## config.mk

```make
export PLATFORM = sky130hd
export DESIGN_NAME = pc_next_unit
export DESIGN_NICKNAME = d
export VERILOG_FILES = /design/src/rtl/cpu_pkg.sv /design/src/rtl/next_pc_mux.sv /design/src/rtl/pc_next_unit.sv
export SDC_FILE = /design/constraint.sdc
export NUM_CORES = 1
export LEC_CHECK = 0
export CAP_MARGIN = 30
export CORE_UTILIZATION = 50
export CTS_BUF_LIST = sky130_fd_sc_hd__clkbuf_4 sky130_fd_sc_hd__clkbuf_8
export DETAILED_ROUTE_END_ITERATION = 6
export GPL_TIMING_DRIVEN = 0
export PLACE_DENSITY = 0.8
export SLEW_MARGIN = 20
export SYNTH_ARGS = -nofsm -noshare
export SYNTH_HDL_FRONTEND = slang
export SYNTH_SLANG_ARGS = --single-unit
```

## constraint.sdc

```tcl
create_clock -name clk -period 4.2 [get_ports clk]
set_input_delay 0.84 -clock clk [delete_from_list [all_inputs] [get_ports clk]]
set_output_delay 0.84 -clock clk [all_outputs]
set_load 0.01 [all_outputs]
```

## src/rtl/cpu_pkg.sv

```systemverilog
// Shared CPU types: PC state encoding and datapath widths.
// Imported by the PC unit and the next-PC mux.
package cpu_pkg;

  localparam int unsigned WORD = 32;
  localparam logic [WORD-1:0] PC_INCR = 32'd4;

  typedef enum logic [1:0] {
    BOOT  = 2'd0,
    RUN   = 2'd1,
    PEND  = 2'd2,
    FAULT = 2'd3
  } pc_state_t;

endpackage

```

## src/rtl/next_pc_mux.sv

```systemverilog
// Next-PC priority select and target adders.
// Reused by the pipelined core.
module next_pc_mux
  import cpu_pkg::*;
(
  input  logic [WORD-1:0] pc_plus4_i,
  input  logic [WORD-1:0] branch_offset_i,
  input  logic            take_branch_i,
  input  logic            jump_i,
  input  logic [25:0]     jump_index_i,
  input  logic            jump_reg_i,
  input  logic [WORD-1:0] jump_reg_addr_i,
  output logic [WORD-1:0] target_o,
  output logic            redirect_o
);

  logic [WORD-1:0] br_tgt;
  logic [WORD-1:0] j_tgt;

  assign br_tgt = pc_plus4_i + branch_offset_i;
  assign j_tgt  = {pc_plus4_i[31:28], jump_index_i, 2'b00};

  assign redirect_o = jump_reg_i | jump_i | take_branch_i;

  always_comb begin
    target_o = pc_plus4_i;
    priority case (1'b1)
      jump_reg_i:    target_o = jump_reg_addr_i;
      jump_i:        target_o = j_tgt;
      take_branch_i: target_o = br_tgt;
      default:       target_o = pc_plus4_i;
    endcase
  end

endmodule

```

## src/rtl/pc_next_unit.sv

```systemverilog
// PC register, redirect buffer and fetch handshake.
// Target selection lives in next_pc_mux.
module pc_next_unit
  import cpu_pkg::*;
#(
  parameter logic [31:0] RESET_PC = 32'h0000_0000
) (
  input  logic        clk,
  input  logic        reset,
  input  logic [31:0] branch_offset,
  input  logic        take_branch,
  input  logic        jump,
  input  logic [25:0] jump_index,
  input  logic        jump_reg,
  input  logic [31:0] jump_reg_addr,
  input  logic        stall,
  input  logic        imem_ready,
  output logic [31:0] pc,
  output logic [31:0] pc_plus4,
  output logic        fetch_valid,
  output logic        misaligned
);

  pc_state_t       st_q;
  logic [WORD-1:0] pc_q;
  logic [WORD-1:0] pend_pc_q;
  logic            fv_q;
  logic            mis_q;

  logic [WORD-1:0] tgt;
  logic            redirect;
  logic            adv;
  logic            jr_fault;

  assign pc_plus4    = pc_q + PC_INCR;
  assign pc          = pc_q;
  assign fetch_valid = fv_q;
  assign misaligned  = mis_q;

  assign adv      = fv_q & imem_ready & ~stall;
  assign jr_fault = jump_reg & (|jump_reg_addr[1:0]);

  next_pc_mux u_mux (
    .pc_plus4_i      (pc_plus4),
    .branch_offset_i (branch_offset),
    .take_branch_i   (take_branch),
    .jump_i          (jump),
    .jump_index_i    (jump_index),
    .jump_reg_i      (jump_reg),
    .jump_reg_addr_i (jump_reg_addr),
    .target_o        (tgt),
    .redirect_o      (redirect)
  );

  always_ff @(posedge clk) begin
    if (reset) begin
      st_q      <= BOOT;
      pc_q      <= RESET_PC;
      pend_pc_q <= '0;
      fv_q      <= 1'b0;
      mis_q     <= 1'b0;
    end else if (st_q != FAULT) begin
      if (jr_fault) begin
        st_q  <= FAULT;
        fv_q  <= 1'b0;
        mis_q <= 1'b1;
      end else begin
        unique case (st_q)
          BOOT: begin
            st_q <= RUN;
            fv_q <= 1'b1;
          end
          RUN: begin
            if (adv) begin
              pc_q <= tgt;
            end else if (redirect) begin
              pend_pc_q <= tgt;
              st_q      <= PEND;
            end
          end
          PEND: begin
            // a redirect arriving in the same cycle supersedes the buffer
            if (adv) begin
              pc_q <= redirect ? tgt : pend_pc_q;
              st_q <= RUN;
            end else if (redirect) begin
              pend_pc_q <= tgt;
            end
          end
          default: ;
        endcase
      end
    end
  end

endmodule

```

==> results of run 1 <==
-- per-stage QoR --
step	setup TNS (ps)	power, mW	utilization (%)	worst slack [ps]	cells
2_1_floorplan	0	2.953	-	138.2	843
3_3_place_gp	-5189	4.111	66.30	-562.6	1150
5_1_grt	-64.73	5.197	70.46	-52.02	1173
4_1_cts	0	4.694	68.89	2.558	1171
3_5_place_dp	-5569	4.149	66.30	-596.2	1150
6_report	0	4.933	70.46	125.4	1173
-- cell usage in the layout (no fill, tap or decap), types with 11 or more instances in the layout --
cell,instances
a21o_1,11
clkbuf_1,31
ha_1,39
nor2_1,85
nor3_1,27
inv_1,24
buf_4,13
dfxtp_1,64
nand4_1,11
a21oi_1,77
o211ai_1,14
xnor2_1,23
nand2_1,98
a211oi_1,15
nand3_1,29
xor2_1,14
clkdlybuf4s50_1,160
clkbuf_8,16
o21ai_0,56
o21bai_1,11
-- worst max path at each step --
stage / slack (ps) / end / cells past startpoint
after floorplan: 140 / pend_pc_q[29]$_SDFFE_PP0P_ / 16
after global placement: -560 / pend_pc_q[29]$_SDFFE_PP0P_ / 16
after detailed placement: -600 / pend_pc_q[29]$_SDFFE_PP0P_ / 16
after CTS: 3 / pc[31]$_SDFFE_PP0P_ / 17
after global routing: -50 / pc[27]$_SDFFE_PP0P_ / 18
final: 130 / pend_pc_q[29]$_SDFFE_PP0P_ / 16
-- sequential cells by signal (all words and copies together), names as in the netlist --
| name | count |
|---|---|
| pc | 32 |
| st_q | 2 |
| pend_pc_q | 32 |
| fetch_valid | 1 |
| misaligned | 1 |
-- cell usage after synthesis, types with 3 or more instances --
master / number
dfxtp_1: 68
nand3_1: 29
ha_1: 43
a2111oi_0: 4
o211ai_1: 14
o21bai_1: 11
nor4_1: 4
a211o_1: 6
a22oi_1: 9
a21o_1: 11
o221ai_1: 4
a31oi_1: 8
o22ai_1: 6
mux2i_1: 11
a211oi_1: 18
inv_1: 24
o21ai_0: 58
and3_1: 4
clkbuf_1: 35
o21a_1: 6
nand2b_1: 4
o21ai_1: 4
and2_1: 8
a21oi_1: 83
xnor2_1: 34
o31a_1: 3
o31ai_1: 7
buf_1: 5
nand2_1: 98
xor2_1: 15
or3_1: 8
a221oi_1: 3
nor3_1: 28
a41oi_1: 4
clkbuf_8: 5
nand4_1: 11
nor2_1: 85
and4_1: 6
a311oi_1: 4
nor2b_1: 4
a32oi_1: 3
-- final cells by class --
cell class | count | area [sq um] | area share (%)
Clock inverter | 2 | 10.01 | 0.1183
Sequential cell | 68 | 1371 | 16.20
Clock buffer | 13 | 166.4 | 1.966
Tap cell | 147 | 183.9 | 2.173
Multi-Input combinational cell | 701 | 4710 | 55.65
Buffer | 47 | 247.7 | 2.927
Inverter | 24 | 90.09 | 1.064
Timing Repair Buffer | 171 | 1684 | 19.90
-- logic make-up (layout without fill, tap and decap cells) --
logic type,after synthesis,in the layout,synth area share (%)
mux,12,12,1.964
simple gates,309,309,24.02
xor+xnor,50,50,7.392
buf+inv,74,257,5.589
compound gates,286,286,29.97
fa+ha+maj,44,44,9.032
flops,68,68,22.03
-- critical path, delay by kind of cell (launching register included) --
kind	cells	cell delay, ps
flops	1	400
buf+inv	1	180
fa+ha+maj	2	500
simple gates	5	1020
xor+xnor	1	300
compound gates	7	1510
-- layer usage --
metal | part of all wire [%] | global-route usage [%]
met5 | 0 | 0
met4 | 3.6 | 16.14
met3 | 11 | 7.445
met2 | 45 | 61.31
met1 | 41 | 49.39
-- what timing repair did --
action	4_1_cts	5_1_grt
endpoints found under the setup margin	19	23
cloned	0	0
gates resized for setup	17	34
setup buffers	6	5
pin swaps	4	13
-- power breakdown --
part / switching, mW / internal [mW]
clock network: 0.239 / 0.255
logic: 1.83 / 1.42
registers: 0.297 / 0.895
==> reports/metrics.csv, run 1 <==
stage;metric;value;unit
die;ios;163;
pwr;ir_drop;0.4951;mV
synthesis;synthArstFlopShare;0;%
clock_tree;clk_latency;350;ps
cells_and_area;nets;1163;
setup_path;max_stage_delay;410;ps
detailed_routing;drt_wl_total;25130;um
clock_tree;cts_buffers;9;
setup_path;worstSetupEndpointType;register;
die;coreArea;0.01201;sq mm
sta;skew;10.83;ps
min_path;hold_depth;2;
synthesis;synth_area_leaders;dfxtp_1 22%, ha_1 8.7%, a21oi_1 6.7%;
cells_and_area;fill_cells;1034;
clock_tree;clock-sinks;68;
min_path;hold_path.class;reg -> reg;
synthesis;netlist_instances;843;
setup_path;path_cells;ha_2 -> nand4_1 -> nor3_4 -> nand2_1 -> xnor2_2 -> ha_1 -> buf_2 -> a21oi_4 -> o21bai_1 -> a21o_1 -> a2111oi_4 -> a211oi_2 -> or3_1 -> a221o_1 -> nand3_1 -> a21oi_1;
outcome;status;finished clean;
sta;period_minus_slack;4075;ps
detailed_routing;routedWlPerCell;21.42;um
die;initial_core_util;51.44;%
clock_tree;cts_buffer_depth;2;
detailed_routing;drtIter0Drc;914;
global_routing;grt_max_degree;11;
global_routing;grt-ovfl-total;0;
place;postPlaceCellArea;0.007964;sq mm
die;die_h;113.2;um
place;place.gp.congestion;0.9783;
sta;finalHoldViolCount;0;
global_routing;grt_pass1_vias;7063;
clock_tree;htreeDepth;3;
pwr;leakage;3.363;nW
clock_tree;cts-root-buf;clkbuf_8;
cells_and_area;drive_gt1_share;9.259;%
pwr;power-per-cell-area;582.9;mW/mm^2
sta;worstMarginPinSlew;981.3;ps
setup_path;arrival;4280;ps
synthesis;synth-seq-area-share;22.03;%
clock_tree;path_clk_slew;70;ps
sta;slew_viol_final;0;
global_routing;grt_pass1_wl;37520;um
min_path;worstHoldEndpoint;pend_pc_q[28]$_SDFFE_PP0P_;
synthesis;yosysWarnings;0;
setup_path;crit_path_start_kind;register;
cells_and_area;fin_area;0.008463;sq mm
detailed_routing;final_antenna_net_count;0;
sta;timing.hold.ws;457.9;ps
sta;fin_crit_sh;97.02;%
setup_path;critPathLaunch;pc[2]$_SDFFE_PP0P_;
cells_and_area;syn_to_final_growth;36.98;%
synthesis;yosysTopAreaCellShare;22.03;%
detailed_routing;drc;0;
global_routing;grt_usage;37.98;%
sta;maxSlewHeadroom;34.34;%
setup_path;cp_slowest_cell;a2111oi_4;
die;die_x;113.2;um
cells_and_area;antenna_cells;0;
clock_tree;cts_hold_buf;0;
detailed_routing;vias;7563;
setup_path;crit_type;reg -> reg;
synthesis;synth_flop_cell;dfxtp_1;
sta;final-setup-viol-count;0;
synthesis;ys_ff_latch;68;
setup_path;regToRegSetupSlack;130;ps
synthesis;yosysTopAreaCell;dfxtp_1;
setup_path;cp_max_fo;8;
flow_run;cap_violations;0;
setup_path;rr_endpoint;pend_pc_q[29]$_SDFFE_PP0P_;
die;die_area;0.01281;sq mm
global_routing;antenna_found_initial;0;
synthesis;synth_nets;984;
setup_path;ff2ff_path_depth;16;
die;rows;40;
synthesis;synthDistinctLibCells;80;
place;dp_hpwl;18900;um
detailed_routing;firstDrtPassIters;7;
sta;fmax;0.2454;GHz
place;portBuffers;160;
setup_path;worstPathRequired;4410;ps
detailed_routing;vias_per_cell;6.448;
clock_tree;cts_tree;yes;
synthesis;synth_edf_count;0;
min_path;min-delay-start;pend_pc_q[28]$_SDFFE_PP0P_;
setup_path;rr_startpoint;pc[2]$_SDFFE_PP0P_;
synthesis;synth.avg_cell_area;7.329;sq um
synthesis;syn_area;0.006178;sq mm
Power figures use the tool's default switching activity.
==> inputs of run 2 (changes only) <==
clock period = 4.12 ns   (was 4.2 ns; I/O delays follow)
==> run 2 against run 1 <==
Against the previous run: the run now ends with design-rule violations, negative setup slack left; clock skew fell by 1.7 ps; largest cell class unchanged; critical endpoint is now pc[31]$_SDFFE_PP0P_; final cell count rose by 0.43%; global-route usage rose by 0.34 points; worst hold slack got worse by 0.70 ps; routed wire length rose by 0.35%; largest power group unchanged; clock power rose by 2%.
==> reports/metrics.csv, run 2 (same netlist as run 1, synthesis figures left out) <==
stage;metric;value;unit;change
setup_path;worstPathRequired;4360;ps;-50 ps
die;ios;163;;unchanged
clock_tree;cts_tree;yes;;
detailed_routing;vias_per_cell;6.498;;+0.79%
sta;slew_viol_final;0;;unchanged
sta;setup_slack;-26.54;ps;-151.9 ps
sta;final-setup-viol-count;1;;+1
min_path;hold_path.class;reg -> reg;;
sta;skew;9.122;ps;-1.713 ps
detailed_routing;vias;7655;;+1.2%
setup_path;cp_slowest_cell;a2111o_1;;
cells_and_area;nets;1168;;+0.43%
detailed_routing;drt_wl_total;25220;um;+0.35%
setup_path;regToRegSetupSlack;-30;ps;-150 ps
detailed_routing;firstDrtPassIters;7;;unchanged
setup_path;crit_path_start_kind;register;;
sta;period_minus_slack;4147;ps;+71.89 ps
clock_tree;clk_latency;350;ps;about the same
die;die_h;113.2;um;unchanged
cells_and_area;final_common_cell;clkdlybuf4s50_1;;
pwr;leakage;3.403;nW;+1.2%
clock_tree;clock-sinks;68;;unchanged
outcome;violations;design-rule violations, negative setup slack;;
flow_run;cap_violations;0;;unchanged
detailed_routing;drc;2;;+2
sta;rsz0062_at_grt;yes;;
setup_path;rr_startpoint;pc[3]$_SDFFE_PP0P_;;
cells_and_area;antenna_cells;0;;unchanged
global_routing;grt_pass1_wl;37830;um;+0.83%
global_routing;grt_pass1_vias;7161;;+1.4%
sta;timing.hold.ws;457.2;ps;-0.7030 ps
detailed_routing;routedWlPerCell;21.41;um;about the same
global_routing;antenna_found_initial;0;;unchanged
die;die_area;0.01281;sq mm;unchanged
setup_path;rr_endpoint;pc[31]$_SDFFE_PP0P_;;
die;coreArea;0.01201;sq mm;unchanged
min_path;min-delay-start;pend_pc_q[28]$_SDFFE_PP0P_;;
pwr;total_power;5.071;mW;+2.8%
die;die_x;113.2;um;unchanged
setup_path;cpMostUsedCell;buf_4;;
place;dp_hpwl;18900;um;unchanged
sta;fin_crit_sh;100.6;%;+3.6 points
setup_path;endpoint;pc[31]$_SDFFE_PP0P_;;
sta;fmax;0.2412;GHz;-1.7%
clock_tree;cts_buffers;9;;unchanged
sta;worstMarginPinSlew;953.4;ps;-27.92 ps
die;initial_core_util;51.44;%;unchanged
setup_path;critPathLaunch;pc[3]$_SDFFE_PP0P_;;
place;place.gp.congestion;0.9783;;unchanged
outcome;status;finished with violations;;
die;rows;40;;unchanged
global_routing;grt_max_degree;11;;unchanged
detailed_routing;final_antenna_net_count;0;;unchanged
cells_and_area;syn_to_final_growth;37.99;%;
setup_path;ff2ff_path_depth;17;;+1
sta;maxSlewHeadroom;36.20;%;+1.9 points
global_routing;grt_usage;38.32;%;+0.34 points
sta;finalHoldViolCount;0;;unchanged
pwr;ir_drop;0.5011;mV;+1.2%
clock_tree;path_clk_slew;70;ps;about the same
clock_tree;cts_buffer_depth;2;;unchanged
clock_tree;htreeDepth;3;;unchanged
clock_tree;cts-root-buf;clkbuf_8;;
cells_and_area;fin_util;70.98;%;+0.52 points
setup_path;arrival;4390;ps;+110 ps
setup_path;max_stage_delay;460;ps;+50 ps
setup_path;cp_max_fo;6;;-2
place;portBuffers;160;;unchanged
setup_path;path_cells;ha_4 -> nand4_1 -> buf_4 -> nor3_1 -> xor2_1 -> buf_4 -> ha_1 -> and2_1 -> nand3_1 -> a211o_1 -> a41oi_2 -> a21oi_2 -> buf_4 -> a31oi_4 -> a21oi_1 -> a2111o_1 -> o31a_1;;
pwr;power-per-cell-area;594.8;mW/mm^2;+2.0%
cells_and_area;drive_gt1_share;10.28;%;+1.0 points
detailed_routing;drtIter0Drc;946;;+3.5%
setup_path;crit_type;reg -> reg;;
setup_path;worstSetupEndpointType;register;;
cells_and_area;layout_common_cells;160 x clkdlybuf4s50_1, 98 x nand2_1, 85 x nor2_1, 77 x a21oi_1, 58 x dfxtp_1;;
global_routing;grt-ovfl-total;0;;unchanged
[run 2: how the worst min path moves through the flow]
| stage | slack (ps) | cells past startpoint | endpoint |
|---|---|---|---|
| after floorplan | 430 | 2 | pend_pc_q[8]$_SDFFE_PP0P_ |
| after global placement | 440 | 2 | pend_pc_q[28]$_SDFFE_PP0P_ |
| after detailed placement | 450 | 2 | pend_pc_q[17]$_SDFFE_PP0P_ |
| after CTS | 450 | 2 | pend_pc_q[17]$_SDFFE_PP0P_ |
| after global routing | 470 | 2 | pend_pc_q[22]$_SDFFE_PP0P_ |
| final | 460 | 2 | pend_pc_q[28]$_SDFFE_PP0P_ |
[run 2: layout make-up]
class	count	area (sq um)
plain buffers	47	247.7
clock buffers	13	166.4
well taps	147	183.9
repair buffers	176	1722
flip-flops and latches	68	1379
clock inverters	2	10.01
fillers	1028	3486
multi-input cells	701	4727
inverters	24	90.09
[run 2: report_power, final]
group	leakage (nW)	switching [mW]	total [mW]	internal [mW]
combinational	2.75	1.87	3.34	1.47
sequential	0.562	0.311	1.23	0.917
clock	0.0961	0.245	0.505	0.260
[run 2: metal layers]
metal  global-route usage (%)  part of all wire [%]  vias to the layer above  wire length [um]
met5                        0                     0                        -                 0
met4                    17.11                   3.7                        0               929
met3                    7.445                    11                       82              2704
met2                    61.31                    45                      563             11330
met1                    50.00                    41                     3533             10260
li1                         -                     -                     3477                 -
[run 2: metrics by stage]
step | TNS, ps | setup WS, ps | instance area [sq um] | cells
final | -26.54 | -26.54 | 8526 | 1178
after global routing | -42.76 | -22.18 | 8526 | 1178
after CTS | 0 | 4.028 | 8323 | 1172
after detailed placement | -7137 | -676.2 | 7964 | 1150
after global placement | -6760 | -642.6 | 7964 | 1150
after floorplan | 0 | 58.23 | 6178 | 843
[run 2: critical path: cells and delay by family, from the launching register on]
family                   cells  cell delay, ps
adder cells (fa/ha/maj)      2             560
AND/OR/NAND/NOR              4             710
XOR/XNOR                     1             120
AO/OA/AOI/OAI                7            1710
buffers and inverters        3             550
flip-flops                   1             410
[run 2: timing repair]
action	in CTS	in global routing
pin swaps	6	15
buffers inserted	8	8
hold buffers	0	0
gates resized for setup	23	37
endpoints found under the hold margin	0	0
setup endpoints to repair	22	23
==> inputs of run 3 (changes only) <==
CTS_CLUSTER_SIZE = 14   (was default)
==> results of run 3 <==
Same layout as run 2: the final DEF is identical, and so are final timing and power.
